## src/rtl/uart_pkg.sv

```systemverilog
// Shared UART definitions: clock/baud defaults, bit-period derivation and
// the FSM state encoding used by both the receiver and the transmitter.
package uart_pkg;

  localparam int CLK_FREQ_DEF = 50_000_000;
  localparam int BAUD_DEF     = 9600;
  localparam int CNT_W        = 13;

  typedef enum logic [1:0] {
    IDLE  = 2'd0,
    START = 2'd1,
    DATA  = 2'd2,
    STOP  = 2'd3
  } uart_state_e;

  function automatic int calc_bit_cnt_max(input int clk_freq, input int baud);
    return clk_freq / baud - 1;
  endfunction

  function automatic int calc_half_cnt(input int clk_freq, input int baud);
    return calc_bit_cnt_max(clk_freq, baud) / 2;
  endfunction

endpackage

```

## src/rtl/uart_rx_if.sv

```systemverilog
// Serial line and received-byte outputs of the UART receiver.
interface uart_rx_if;
  logic       rx;
  logic [7:0] po_data;
  logic       po_flag;
  logic       frame_err;
  logic       busy;

  modport master (output rx, input po_data, po_flag, frame_err, busy);
  modport slave  (input rx, output po_data, po_flag, frame_err, busy);
endinterface

```

## src/rtl/uart_sync.sv

```systemverilog
// Three-flop synchroniser for the asynchronous rx line plus falling-edge detect.
module uart_sync (
  input  logic clk,
  input  logic rst_n,
  input  logic rx,
  output logic s2,
  output logic start_edge
);

  logic s1_r;
  logic s2_r;
  logic s3_r;

  // Idle-high line: reset to 1 so releasing reset never looks like a start edge
  always_ff @(posedge clk or negedge rst_n) begin
    if (!rst_n) begin
      s1_r <= 1'b1;
      s2_r <= 1'b1;
      s3_r <= 1'b1;
    end else begin
      s1_r <= rx;
      s2_r <= s1_r;
      s3_r <= s2_r;
    end
  end

  assign s2         = s2_r;
  assign start_edge = s3_r & ~s2_r;

endmodule

```

## src/rtl/uart_rx.sv

```systemverilog
// 8N1 UART receiver: centre-samples each bit, strobes good bytes and framing errors.
module uart_rx
  import uart_pkg::*;
#(
  parameter int CLK_FREQ = CLK_FREQ_DEF,
  parameter int BAUD     = BAUD_DEF
) (
  input  logic     clk,
  input  logic     rst_n,
  uart_rx_if.slave bus
);

  localparam int BIT_CNT_MAX = calc_bit_cnt_max(CLK_FREQ, BAUD);
  localparam int HALF_CNT    = calc_half_cnt(CLK_FREQ, BAUD);
  localparam logic [CNT_W-1:0] BIT_LAST  = CNT_W'(BIT_CNT_MAX);
  localparam logic [CNT_W-1:0] HALF_LAST = CNT_W'(HALF_CNT);

  uart_state_e      state_r;
  uart_state_e      state_nxt_s;
  logic [CNT_W-1:0] baud_cnt_r;
  logic [2:0]       bit_idx_r;
  logic [7:0]       shift_r;
  logic [7:0]       data_r;
  logic             flag_r;
  logic             err_r;
  logic             busy_r;
  logic             s2_s;
  logic             start_s;
  logic             bit_done_s;
  logic             good_s;
  logic             bad_s;

  uart_sync u_sync (
    .clk       (clk),
    .rst_n     (rst_n),
    .rx        (bus.rx),
    .s2        (s2_s),
    .start_edge(start_s)
  );

  // State register
  always_ff @(posedge clk or negedge rst_n) begin
    if (!rst_n) begin
      state_r <= IDLE;
    end else begin
      state_r <= state_nxt_s;
    end
  end

  // Next-state logic; STOP exits at mid-bit so back-to-back frames have no dead time
  always_comb begin
    state_nxt_s = state_r;
    case (state_r)
      IDLE:    if (start_s) state_nxt_s = START; else state_nxt_s = IDLE;
      START:   if (baud_cnt_r == HALF_LAST) state_nxt_s = s2_s ? IDLE : DATA;
               else state_nxt_s = START;
      DATA:    if ((baud_cnt_r == BIT_LAST) && (bit_idx_r == 3'd7)) state_nxt_s = STOP;
               else state_nxt_s = DATA;
      STOP:    if (baud_cnt_r == BIT_LAST) state_nxt_s = IDLE; else state_nxt_s = STOP;
      default: state_nxt_s = IDLE;
    endcase
  end

  // Sample-point decode feeding the registered outputs
  always_comb begin
    bit_done_s = 1'b0;
    good_s     = 1'b0;
    bad_s      = 1'b0;
    case (state_r)
      DATA: begin
        bit_done_s = (baud_cnt_r == BIT_LAST);
      end
      STOP: begin
        good_s = (baud_cnt_r == BIT_LAST) &&  s2_s;
        bad_s  = (baud_cnt_r == BIT_LAST) && !s2_s;
      end
      default: begin
        bit_done_s = 1'b0;
      end
    endcase
  end

  // Bit-period counter, bit index and LSB-first shift register
  always_ff @(posedge clk or negedge rst_n) begin
    if (!rst_n) begin
      baud_cnt_r <= {CNT_W{1'b0}};
      bit_idx_r  <= 3'd0;
      shift_r    <= 8'h00;
    end else begin
      if ((state_nxt_s != state_r) || (state_r == IDLE) || bit_done_s) begin
        baud_cnt_r <= {CNT_W{1'b0}};
      end else begin
        baud_cnt_r <= baud_cnt_r + {{(CNT_W-1){1'b0}}, 1'b1};
      end
      if (state_r != DATA) begin
        bit_idx_r <= 3'd0;
      end else if (bit_done_s) begin
        bit_idx_r <= bit_idx_r + 3'd1;
      end
      if (bit_done_s) begin
        shift_r <= {s2_s, shift_r[7:1]};
      end
    end
  end

  // Registered outputs; busy tracks the state the FSM is entering
  always_ff @(posedge clk or negedge rst_n) begin
    if (!rst_n) begin
      data_r <= 8'h00;
      flag_r <= 1'b0;
      err_r  <= 1'b0;
      busy_r <= 1'b0;
    end else begin
      flag_r <= good_s;
      err_r  <= bad_s;
      busy_r <= (state_nxt_s != IDLE);
      if (good_s) begin
        data_r <= shift_r;
      end
    end
  end

  assign bus.po_data   = data_r;
  assign bus.po_flag   = flag_r;
  assign bus.frame_err = err_r;
  assign bus.busy      = busy_r;

endmodule

```

## src/flat_wrapper.sv

```systemverilog
// flat-port wrapper written by rule: the top's interface ports become plain ports
module uart_rx_flat import uart_pkg::*;
#(
  parameter int CLK_FREQ = CLK_FREQ_DEF,
  parameter int BAUD     = BAUD_DEF
)
  (clk, rst_n, bus_rx, bus_po_data, bus_po_flag, bus_frame_err, bus_busy);
  uart_rx_if bus_i ();
  input  logic clk;
  input  logic rst_n;
  input wire logic [$bits(bus_i.rx)-1:0] bus_rx;
  output wire logic [$bits(bus_i.po_data)-1:0] bus_po_data;
  output wire logic [$bits(bus_i.po_flag)-1:0] bus_po_flag;
  output wire logic [$bits(bus_i.frame_err)-1:0] bus_frame_err;
  output wire logic [$bits(bus_i.busy)-1:0] bus_busy;
  assign bus_i.rx = bus_rx;
  assign bus_po_data = bus_i.po_data;
  assign bus_po_flag = bus_i.po_flag;
  assign bus_frame_err = bus_i.frame_err;
  assign bus_busy = bus_i.busy;
  uart_rx #(.CLK_FREQ(CLK_FREQ), .BAUD(BAUD)) u_core (.clk(clk), .rst_n(rst_n), .bus(bus_i));
endmodule
```

## config.mk

```make
export PLATFORM = sky130hd
export DESIGN_NAME = uart_rx_flat
export DESIGN_NICKNAME = d
export VERILOG_FILES = /design/src/rtl/uart_pkg.sv /design/src/rtl/uart_rx_if.sv /design/src/rtl/uart_sync.sv /design/src/rtl/uart_rx.sv /design/src/flat_wrapper.sv
export SDC_FILE = /design/constraint.sdc
export NUM_CORES = 1
export LEC_CHECK = 0
export ABC_AREA = 1
export CAP_MARGIN = 15
export CORE_ASPECT_RATIO = 0.7
export CORE_MARGIN = 3
export CORE_UTILIZATION = 51
export CTS_CLUSTER_SIZE = 40
export DETAILED_ROUTE_END_ITERATION = 12
export GPL_TIMING_DRIVEN = 0
export MAX_ROUTING_LAYER = met4
export PLACE_DENSITY_LB_ADDON = 0.05
export REMOVE_ABC_BUFFERS = 1
export SYNTH_ARGS = -nofsm -noshare
export SYNTH_HDL_FRONTEND = slang
export SYNTH_SLANG_ARGS = --single-unit
```

## constraint.sdc

```tcl
create_clock -name clk -period 1.61 [get_ports clk]
set_input_delay 0.322 -clock clk [delete_from_list [all_inputs] [get_ports clk]]
set_output_delay 0.322 -clock clk [all_outputs]
set_load 0.01 [all_outputs]
```

==> results of run 1 <==
==> report_power, final <==
| group | switching, W | total, W | internal [W] |
|---|---|---|---|
| combinational | 0.000239 | 0.000435 | 0.000196 |
| clock | 0.000340 | 0.000681 | 0.000342 |
| sequential | 0.0000619 | 0.00113 | 0.00107 |
==> sequential cells by signal, summed over array words and instances, names as in the netlist <==
register	flops
u_core.bus.po_flag	1
u_core.u_sync.s3_r	1
u_core.bus.frame_err	1
u_core.bit_idx_r	3
u_core.shift_r	8
u_core.bus.busy	1
u_core.u_sync.s2	1
u_core.state_r	2
u_core.u_sync.s1_r	1
u_core.baud_cnt_r	13
u_core.bus.po_data	8
==> cells in the final DEF, fill, tap and decap left out, types with 2 or more instances in the layout <==
cell type	instances
clkbuf_8	6
clkinv_2	2
clkdlybuf4s50_1	12
nor3_2	7
ha_1	2
buf_6	3
nor3_1	10
nor2_4	2
inv_2	3
nand2_4	6
o21ai_0	8
xor2_1	9
nand2_1	29
nor2_1	12
o21ai_1	3
nor2_2	4
inv_1	27
dfrtp_1	36
nand3_1	7
dfstp_2	3
nand2_2	13
clkinvlp_4	2
buf_4	10
o21ai_2	7
nand4_1	5
==> worst max-delay path: cells and delay by family, from the launching register on <==
kind,cells,cell delay [ps]
compound gates,1,300
fa+ha+maj,1,230
buf+inv,1,200
flops,1,360
simple gates,5,540
==> metal layers <==
| layer | track usage, % | share of wire (%) | wire, um |
|---|---|---|---|
| met1 | 28.47 | 46 | 1949 |
| met4 | 6.733 | 1.2 | 52 |
| met3 | 4.487 | 5.1 | 215 |
| met5 | - | 0 | 0 |
| met2 | 28.90 | 47 | 1996 |
==> cells in the mapped netlist <==
| master | number |
|---|---|
| buf_6 | 3 |
| nor2_1 | 17 |
| ha_1 | 3 |
| a21oi_1 | 1 |
| o21ai_0 | 11 |
| clkbuf_8 | 1 |
| xor2_1 | 9 |
| inv_1 | 31 |
| nor2_2 | 1 |
| a31oi_4 | 1 |
| nor3_4 | 1 |
| nand2_4 | 1 |
| nand2_2 | 1 |
| nor3_1 | 17 |
| nand4_1 | 5 |
| nand3_2 | 1 |
| dfstp_2 | 3 |
| o21ai_2 | 7 |
| dfrtp_1 | 37 |
| nand2_1 | 46 |
| inv_2 | 1 |
| xnor2_1 | 1 |
| nand3_1 | 8 |
==> worst paths after layout <==
check,end,slack (ps),cells past startpoint
hold reg to reg,u_core.u_sync.s2,360,0
setup / recovery,u_core.baud_cnt_r[0],-140,8
min in group clk,u_core.u_sync.s2,360,0
max in group asynchronous,u_core.baud_cnt_r[7],880,1
setup reg to reg,u_core.baud_cnt_r[0],-140,8
hold / removal,u_core.bit_idx_r[2],140,1
==> through the flow <==
step,instances,power [W],hold WS (ps),cell area [um2]
5_1_grt,288,0.002378,211.8,2436
4_1_cts,277,0.002185,172.0,2240
3_3_place_gp,263,0.001374,346.4,2024
2_1_floorplan,203,0.001308,26.41,1836
6_report,288,0.002244,138.7,2436
3_5_place_dp,263,0.001394,348.8,2019
==> repair_timing <==
item / in CTS / in global routing
resized for setup: 19 / 38
gates cloned: 1 / 2
setup endpoints to repair: 31 / 32
pin swaps: 10 / 10
buffers inserted: 5 / 9
==> area by class of cell <==
cell class	instances	area (um2)	area share [%]
Timing Repair inverter	2	13.76	0.5650
Timing Repair Buffer	28	279.0	11.45
Tap cell	47	58.81	2.414
Sequential cell	40	1006	41.29
Clock inverter	2	10.01	0.4109
Inverter	32	131.4	5.393
Clock buffer	6	82.58	3.390
Multi-Input combinational cell	131	854.6	35.08
==> cell families (layout without fill, tap and decap cells) <==
family	after synthesis	count (layout)	share of synthesized area [%]
AO/OA/AOI/OAI	20	20	7.574
XOR/XNOR	10	10	4.651
AND/OR/NAND/NOR	98	98	23.52
buffers and inverters	36	70	8.903
flip-flops	40	40	53.36
adder cells (fa/ha/maj)	3	3	1.994
==> run_results.csv, run 1 <==
group,metric,value,unit
floorplan,io_pins,14,
global_route,grt_antenna_before_repair,0,
finish,final_nets,246,
sta,clock.fmax,570.6,MHz
drt,ant_nets,0,
drt,wl,4.214,mm
sta,relSlewSlack,42.47,%
floorplan,die_y,56.84,um
setup_path,cp-startpoint,"u_core.baud_cnt_r[0]",
global_route,grt_max_degree,41,
clock_tree,clock_latency,290,ps
placement,place.gp.congestion,0.9609,
drt,num_vias,1519,
global_route,grt_pass1_wl,6.831,mm
setup_path,cp-end-kind,"flip-flop",
min_path,min_path_type,"input port to asynchronous set/reset pin",
floorplan,die-area,0.004469,mm2
pwr,p_per_area,921.3,mW/mm2
clock_tree,clock-root-buffer,"clkbuf_8",
logic_synthesis,syn_inst,207,
placement,dp_slack,-262.3,ps
placement,place_hpwl,2.566,mm
setup_path,r2r_start,"u_core.baud_cnt_r[0]",
global_route,grt-ovfl-total,0,
sta,finalMaxSlewViolations,0,
sta,hold_viol,0,
logic_synthesis,ys_seq_elements,40,
clock_tree,clk_pin_slew_worst_paths,80,ps
clock_tree,cts_buffers,5,
finish,fin_util,72.95,%
setup_path,start_kind,"flip-flop",
sta,worst_slack,-142.6,ps
drt,vias_per_cell,5.274,
sta,fin_setup_tns,-1410,ps
sta,post-route-period-util,108.9,%
logic_synthesis,netlist.area_leader.share,49.17,%
clock_tree,cts_buffer_depth,2,
floorplan,die_w,78.63,um
finish,drive_above_1_share,33.20,%
run_status,violations,"setup timing",
logic_synthesis,synth_area,0.001883,mm2
drt,drt_pre_antenna_iters,5,
placement,portBuffers,13,
floorplan,initial_core_util,56.39,%
setup_path,critPathMaxFanout,7,
setup_path,worstPathArrival,1930,ps
setup_path,cp.required,1780,ps
sta,fin_skew,7.279,ps
floorplan,placeableCoreArea,0.003339,mm2
pwr,p_leak,1.100,nW
drt,route.detailed.drc,0,
run_status,outcome,"finished with violations",
logic_synthesis,avgSynthCellArea,9.097,um2
setup_path,worst-setup-path-type,"flip-flop to flip-flop",
finish,fillers,261,
sta,rsz0062_at_grt,"yes",
clock_tree,numClockSinks,40,
logic_synthesis,ys_types,23,
sta,tightest_slew,863.0,ps
clock_tree,cts_tree,"yes",
drt,drt_iter0_drc,142,
finish,antenna_cells,0,
pwr,vdd_ir_drop_max,0.0006347,V
logic_synthesis,yosysTopAreaCell,"dfrtp_1",
logic_synthesis,yosys_warnings,0,
drt,routedWlPerCell,14.63,um
setup_path,crit_chain,"ha_2 -> nand2_1 -> nor2_2 -> nand3_2 -> o21ai_1 -> nand2_4 -> clkinvlp_4 -> nor3_2",
global_route,grt_pass1_vias,1444,
setup_path,critical_path.slowest_cell,"dfrtp_1",
sta,setup_viol,13,
job,cap_violations,0,
sta,min_period,1753,ps
clock_tree,postCtsHoldBufs,0,
global_route,track_usage,20.23,%
clock_tree,h-tree-depth,2,
logic_synthesis,synth_area_leaders,"dfrtp_1 49%, nand2_1 9.2%, inv_1 6.2%, nor3_1 4.5%, dfstp_2 4.2%",
finish,synthToLayoutAreaGrowth,29.37,%
setup_path,critPathMaxStageDelay,360,ps
logic_synthesis,ys_seq_area_share,53.36,%
floorplan,placementRows,17,
No activity file was read; power rests on OpenSTA's default activity.
==> run 2, diff against run 1 <==
- CORE_UTILIZATION: 51 -> 60
- clock period: 1.61 -> 2.3 ns (I/O delays scaled with it)
==> run_results.csv, run 2 (synthesized netlist as in run 1, its figures left out) <==
group,metric,value,unit
clock_tree,cts_tree,"yes",
sta,fin_setup_tns,0,ps
finish,final_common_cell,"nand2_1",
setup_path,path_depth,8,
finish,layout_common_cells,"46 x nand2_1, 37 x dfrtp_1, 31 x inv_1",
pwr,vdd_ir_drop_max,0.0004703,V
pwr,power.internal,0.001196,W
setup_path,start_kind,"flip-flop",
floorplan,die-area,0.003857,mm2
clock_tree,cts_buffer_depth,2,
sta,post-route-period-util,79.98,%
sta,finalMaxSlewViolations,0,
sta,clock.fmax,543.6,MHz
setup_path,reg2reg_depth,8,
pwr,p_switching,0.0003768,W
run_status,outcome,"finished clean",
setup_path,cp.required,2450,ps
sta,fin_skew,2.748,ps
global_route,grt_pass1_wl,5.713,mm
drt,routedWlPerCell,12.35,um
finish,fin_util,73.45,%
setup_path,worst-setup-path-type,"flip-flop to flip-flop",
pwr,p_per_area,737.7,mW/mm2
sta,tightest_slew,835.2,ps
setup_path,cp-startpoint,"u_core.baud_cnt_r[0]",
floorplan,die_w,72.96,um
setup_path,critical_path.slowest_cell,"dfrtp_1",
global_route,track_usage,20.70,%
setup_path,worst-path-buf-inv,0,
placement,dp_cells,252,
clock_tree,clk_pin_slew_worst_paths,70,ps
sta,setup_viol,0,
clock_tree,clock_latency,280,ps
drt,wl,3.210,mm
drt,drt_iter0_drc,76,
setup_path,worstPathArrival,1990,ps
clock_tree,clock-root-buffer,"clkbuf_8",
min_path,min_path_type,"input port to asynchronous set/reset pin",
placement,place_hpwl,2.307,mm
setup_path,cpMostUsedCell,"nand2_1",
finish,antenna_cells,0,
clock_tree,postCtsHoldBufs,0,
sta,relSlewSlack,44.32,%
finish,largest_reg_flops,13,
floorplan,die_y,52.87,um
finish,drive_above_1_share,11.61,%
floorplan,placementRows,16,
drt,ant_nets,0,
setup_path,critPathMaxFanout,13,
setup_path,r2r_start,"u_core.baud_cnt_r[0]",
pwr,power.share.clock,38.8,%
drt,drt_pre_antenna_iters,4,
setup_path,rrSetupSlack,460,ps
setup_path,crit_family,"simple AND/OR/NAND/NOR gates",
pwr,sw_frac_of_total,23.96,%
clock_tree,cts-resized-gates,0,
drt,route.detailed.drc,0,
finish,stdcell_count,260,
floorplan,io_pins,14,
global_route,grt_pass1_vias,1302,
global_route,grt-ovfl-total,0,
sta,rsz0062_at_grt,"no",
clock_tree,cts_buffers,5,
setup_path,critPathMaxStageDelay,380,ps
setup_path,crit_end,"u_core.baud_cnt_r[0]",
pwr,p_seq_share,50.0,%
sta,hold_viol,0,
finish,fillers,216,
floorplan,initial_core_util,64.87,%
sta,min_period,1839,ps
pwr,combPwrFrac,11.3,%
placement,portBuffers,13,
clock_tree,numClockSinks,40,
placement,place.gp.congestion,0.8401,
clock_tree,cts_setup_buffers,0,
setup_path,crit_chain,"ha_1 -> nand2_1 -> nor2_1 -> nand3_2 -> nand2_1 -> nand2_2 -> a31oi_4 -> nor3_1",
finish,final_nets,229,
global_route,grt_max_degree,41,
drt,num_vias,1342,
clock_tree,h-tree-depth,2,
finish,top_register,"u_core.baud_cnt_r",
setup_path,cp-end-kind,"flip-flop",
global_route,grt_antenna_before_repair,0,
floorplan,placeableCoreArea,0.002903,mm2
finish,synthToLayoutAreaGrowth,13.22,%
job,cap_violations,0,
pwr,p_total,0.001573,W
drt,vias_per_cell,5.162,
pwr,p_leak,1.011,nW
setup_path,r2r-end,"u_core.baud_cnt_r[0]",
[run 2: cell types whose count changed in the layout (fill, tap and decap cells not counted), moves of 3 or more]
| cell | before | now |
|---|---|---|
| nor3_1 | 10 | 17 |
| nor2_2 | 4 | 1 |
| o21ai_0 | 8 | 11 |
| nand2_1 | 29 | 46 |
| nand2_4 | 6 | 1 |
| nor2_1 | 12 | 17 |
| buf_6 | 3 | 0 |
| nand2_2 | 13 | 1 |
| o21ai_1 | 3 | 0 |
| buf_4 | 10 | 0 |
| inv_1 | 27 | 31 |
| nor3_2 | 7 | 0 |
[run 2: final cells by class]
cell class	count	area (um2)	area share [%]
Clock inverter	1	30.03	1.408
Tap cell	36	45.04	2.113
Sequential cell	40	1005	47.12
Timing Repair Buffer	13	125.1	5.869
Clock buffer	7	96.34	4.519
Multi-Input combinational cell	131	710.7	33.33
Inverter	32	120.1	5.634
[run 2: routing by layer]
| layer | up-vias | wire length, um | track usage (%) |
|---|---|---|---|
| li1 | 687 | - | - |
| met1 | 625 | 1639 | 26.98 |
| met2 | 25 | 1389 | 30.54 |
| met3 | 5 | 140 | 5.123 |
| met4 | 0 | 41 | 10.12 |
| met5 | - | 0 | - |
[run 2: metrics by stage]
step / cell area, um2 / setup slack [ps] / hold slack (ps)
floorplan: 1836 / 773.5 / 164.4
global placement: 2011 / -108.2 / 345.9
detailed placement: 2006 / 478.9 / 347.3
CTS: 2132 / 460.7 / 312.0
global route: 2132 / 300.6 / 350.8
finish: 2132 / 460.5 / 272.1
[run 2: how the worst min path moves through the flow]
stage	slack, ps	start	to
3_3_place_gp	350	u_core.u_sync.s1_r	u_core.u_sync.s2
3_5_place_dp	350	u_core.u_sync.s1_r	u_core.u_sync.s2
2_1_floorplan	160	rst_n	u_core.baud_cnt_r[0]
6_report	270	rst_n	u_core.baud_cnt_r[9]
5_1_grt	350	rst_n	u_core.baud_cnt_r[4]
4_1_cts	310	rst_n	u_core.baud_cnt_r[4]
[run 2: power groups by stage]
stage               clock [W]  combinational, W  sequential [W]
detailed placement          0          0.000178        0.000798
CTS                  0.000629          0.000179        0.000784
floorplan                   0          0.000125        0.000791
global route         0.000658          0.000202        0.000793
global placement            0          0.000166        0.000794
finish               0.000610          0.000177        0.000786
==> run 3, diff against run 2 <==
- CORE_UTILIZATION: 60 -> 57
- clock period: 2.3 -> 1.7 ns (I/O delays scaled with it)
==> run_results.csv, run 3 (synthesized netlist as in run 1, its figures left out) <==
group,metric,value,unit
drt,drt_pre_antenna_iters,4,
placement,portBuffers,13,
finish,postLayoutCellArea,0.002313,mm2
clock_tree,numClockSinks,40,
clock_tree,cts_tree,"yes",
placement,place.gp.congestion,0.8167,
clock_tree,clk_pin_slew_worst_paths,70,ps
global_route,grt-ovfl-total,0,
sta,rsz0062_at_grt,"yes",
finish,drive_above_1_share,25.43,%
setup_path,r2r_start,"u_core.baud_cnt_r[0]",
floorplan,die_w,74.70,um
floorplan,placeableCoreArea,0.002963,mm2
finish,final_nets,237,
min_path,min_path_type,"input port to asynchronous set/reset pin",
global_route,grt_max_degree,41,
placement,place_hpwl,2.446,mm
floorplan,io_pins,14,
floorplan,placementRows,16,
finish,fillers,201,
drt,routedWlPerCell,14.54,um
setup_path,start_kind,"flip-flop",
sta,worst_slack,7.593,ps
sta,post-route-period-util,99.55,%
clock_tree,h-tree-depth,2,
clock_tree,postCtsHoldBufs,0,
floorplan,die_y,54.09,um
clock_tree,clock_latency,280,ps
drt,wl,3.896,mm
clock_tree,cts_buffers,5,
setup_path,cp-startpoint,"u_core.baud_cnt_r[0]",
placement,postPlaceCellArea,0.002006,mm2
global_route,grt_antenna_before_repair,0,
sta,clock.fmax,590.9,MHz
drt,vias_per_cell,5.463,
global_route,track_usage,21.57,%
sta,fin_skew,5.414,ps
run_status,outcome,"finished clean",
sta,setup_viol,0,
clock_tree,clock-root-buffer,"clkbuf_8",
sta,fin_setup_tns,0,ps
placement,dp_slack,-99.01,ps
finish,fin_util,78.08,%
sta,min_period,1692,ps
drt,route.detailed.drc,0,
setup_path,worstPathArrival,1860,ps
drt,num_vias,1464,
global_route,grt_pass1_wl,6.223,mm
finish,top_register,"u_core.baud_cnt_r",
sta,finalMaxSlewViolations,0,
finish,seq_area,0.001006,mm2
drt,ant_nets,0,
job,cap_violations,0,
setup_path,worst-setup-path-type,"flip-flop to flip-flop",
sta,relSlewSlack,42.94,%
pwr,p_leak,1.054,nW
floorplan,die-area,0.004041,mm2
pwr,vdd_ir_drop_max,0.0006783,V
finish,layout_common_cells,"42 x nand2_1, 36 x dfrtp_1, 26 x inv_1",
global_route,grt_pass1_vias,1408,
finish,antenna_cells,0,
finish,largest_reg_flops,13,
setup_path,cp.required,1870,ps
sta,tightest_slew,855.9,ps
pwr,p_per_area,926.9,mW/mm2
sta,whs,162.1,ps
drt,drt_iter0_drc,110,
clock_tree,cts_buffer_depth,2,
sta,hold_viol,0,
setup_path,critPathMaxFanout,6,
finish,final_common_cell,"nand2_1",
floorplan,initial_core_util,63.56,%
finish,synthToLayoutAreaGrowth,22.86,%
setup_path,cp-end-kind,"flip-flop",
finish,multi_input_area,830.8,um2
==> run 3: final cells by class <==
| cell class | count | share of cell area (%) |
|---|---|---|
| Tap cell | 36 | 1.947 |
| Sequential cell | 40 | 43.48 |
| Multi-Input combinational cell | 131 | 35.91 |
| Timing Repair inverter | 1 | 0.3245 |
| Clock inverter | 2 | 0.4327 |
| Timing Repair Buffer | 20 | 8.978 |
| Inverter | 32 | 5.354 |
| Clock buffer | 6 | 3.569 |
==> run 3: critical path, cell delays in order (launching register included) <==
cell	delay [ps]
dfrtp_1	410
ha_4	170
nand2_4	70
inv_2	60
nand2_2	50
nor2_2	90
nand4_1	170
a31oi_4	300
clkbuf_16	200
nor3_2	40
==> run 3: power by group <==
group | leakage, nW | internal (W) | switching (W)
logic | 0.469 | 0.000196 | 0.000236
registers | 0.534 | 0.00101 | 0.0000710
clock network | 0.0510 | 0.000324 | 0.000308
total | 1.05 | 0.00153 | 0.000615
==> run 3: timing repair <==
item                       CTS  global route
gates cloned                 1             1
setup buffers                2             4
pin swaps                    9             8
gates resized for setup     14            21
setup endpoints to repair   20            32
==> run 3: per-layer routing <==
| metal | up-vias | global-route usage (%) | part of all wire, % |
|---|---|---|---|
| met2 | 46 | 32.80 | 46 |
| li1 | 700 | - | - |
| met5 | - | - | 0 |
| met1 | 712 | 28.03 | 47 |
| met4 | 0 | 8.284 | 1.2 |
| met3 | 6 | 5.410 | 5.5 |
==> run 3: worst paths after layout <==
path	to	slack, ps	depth (start not counted)
max in group asynchronous	u_core.baud_cnt_r[7]	960	1
min in group clk	u_core.u_sync.s2	360	0
worst min register to register	u_core.u_sync.s2	360	0
worst min-delay path	u_core.baud_cnt_r[10]	160	1
worst max register to register	u_core.baud_cnt_r[12]	8	9
worst max-delay path	u_core.baud_cnt_r[12]	8	9
==> run 3: per-stage QoR <==
step                instances  power (W)
finish                    268   0.002144
global route              268   0.002247
CTS                       263   0.002016
detailed placement        252   0.001314
global placement          252   0.001302
floorplan                 203   0.001238
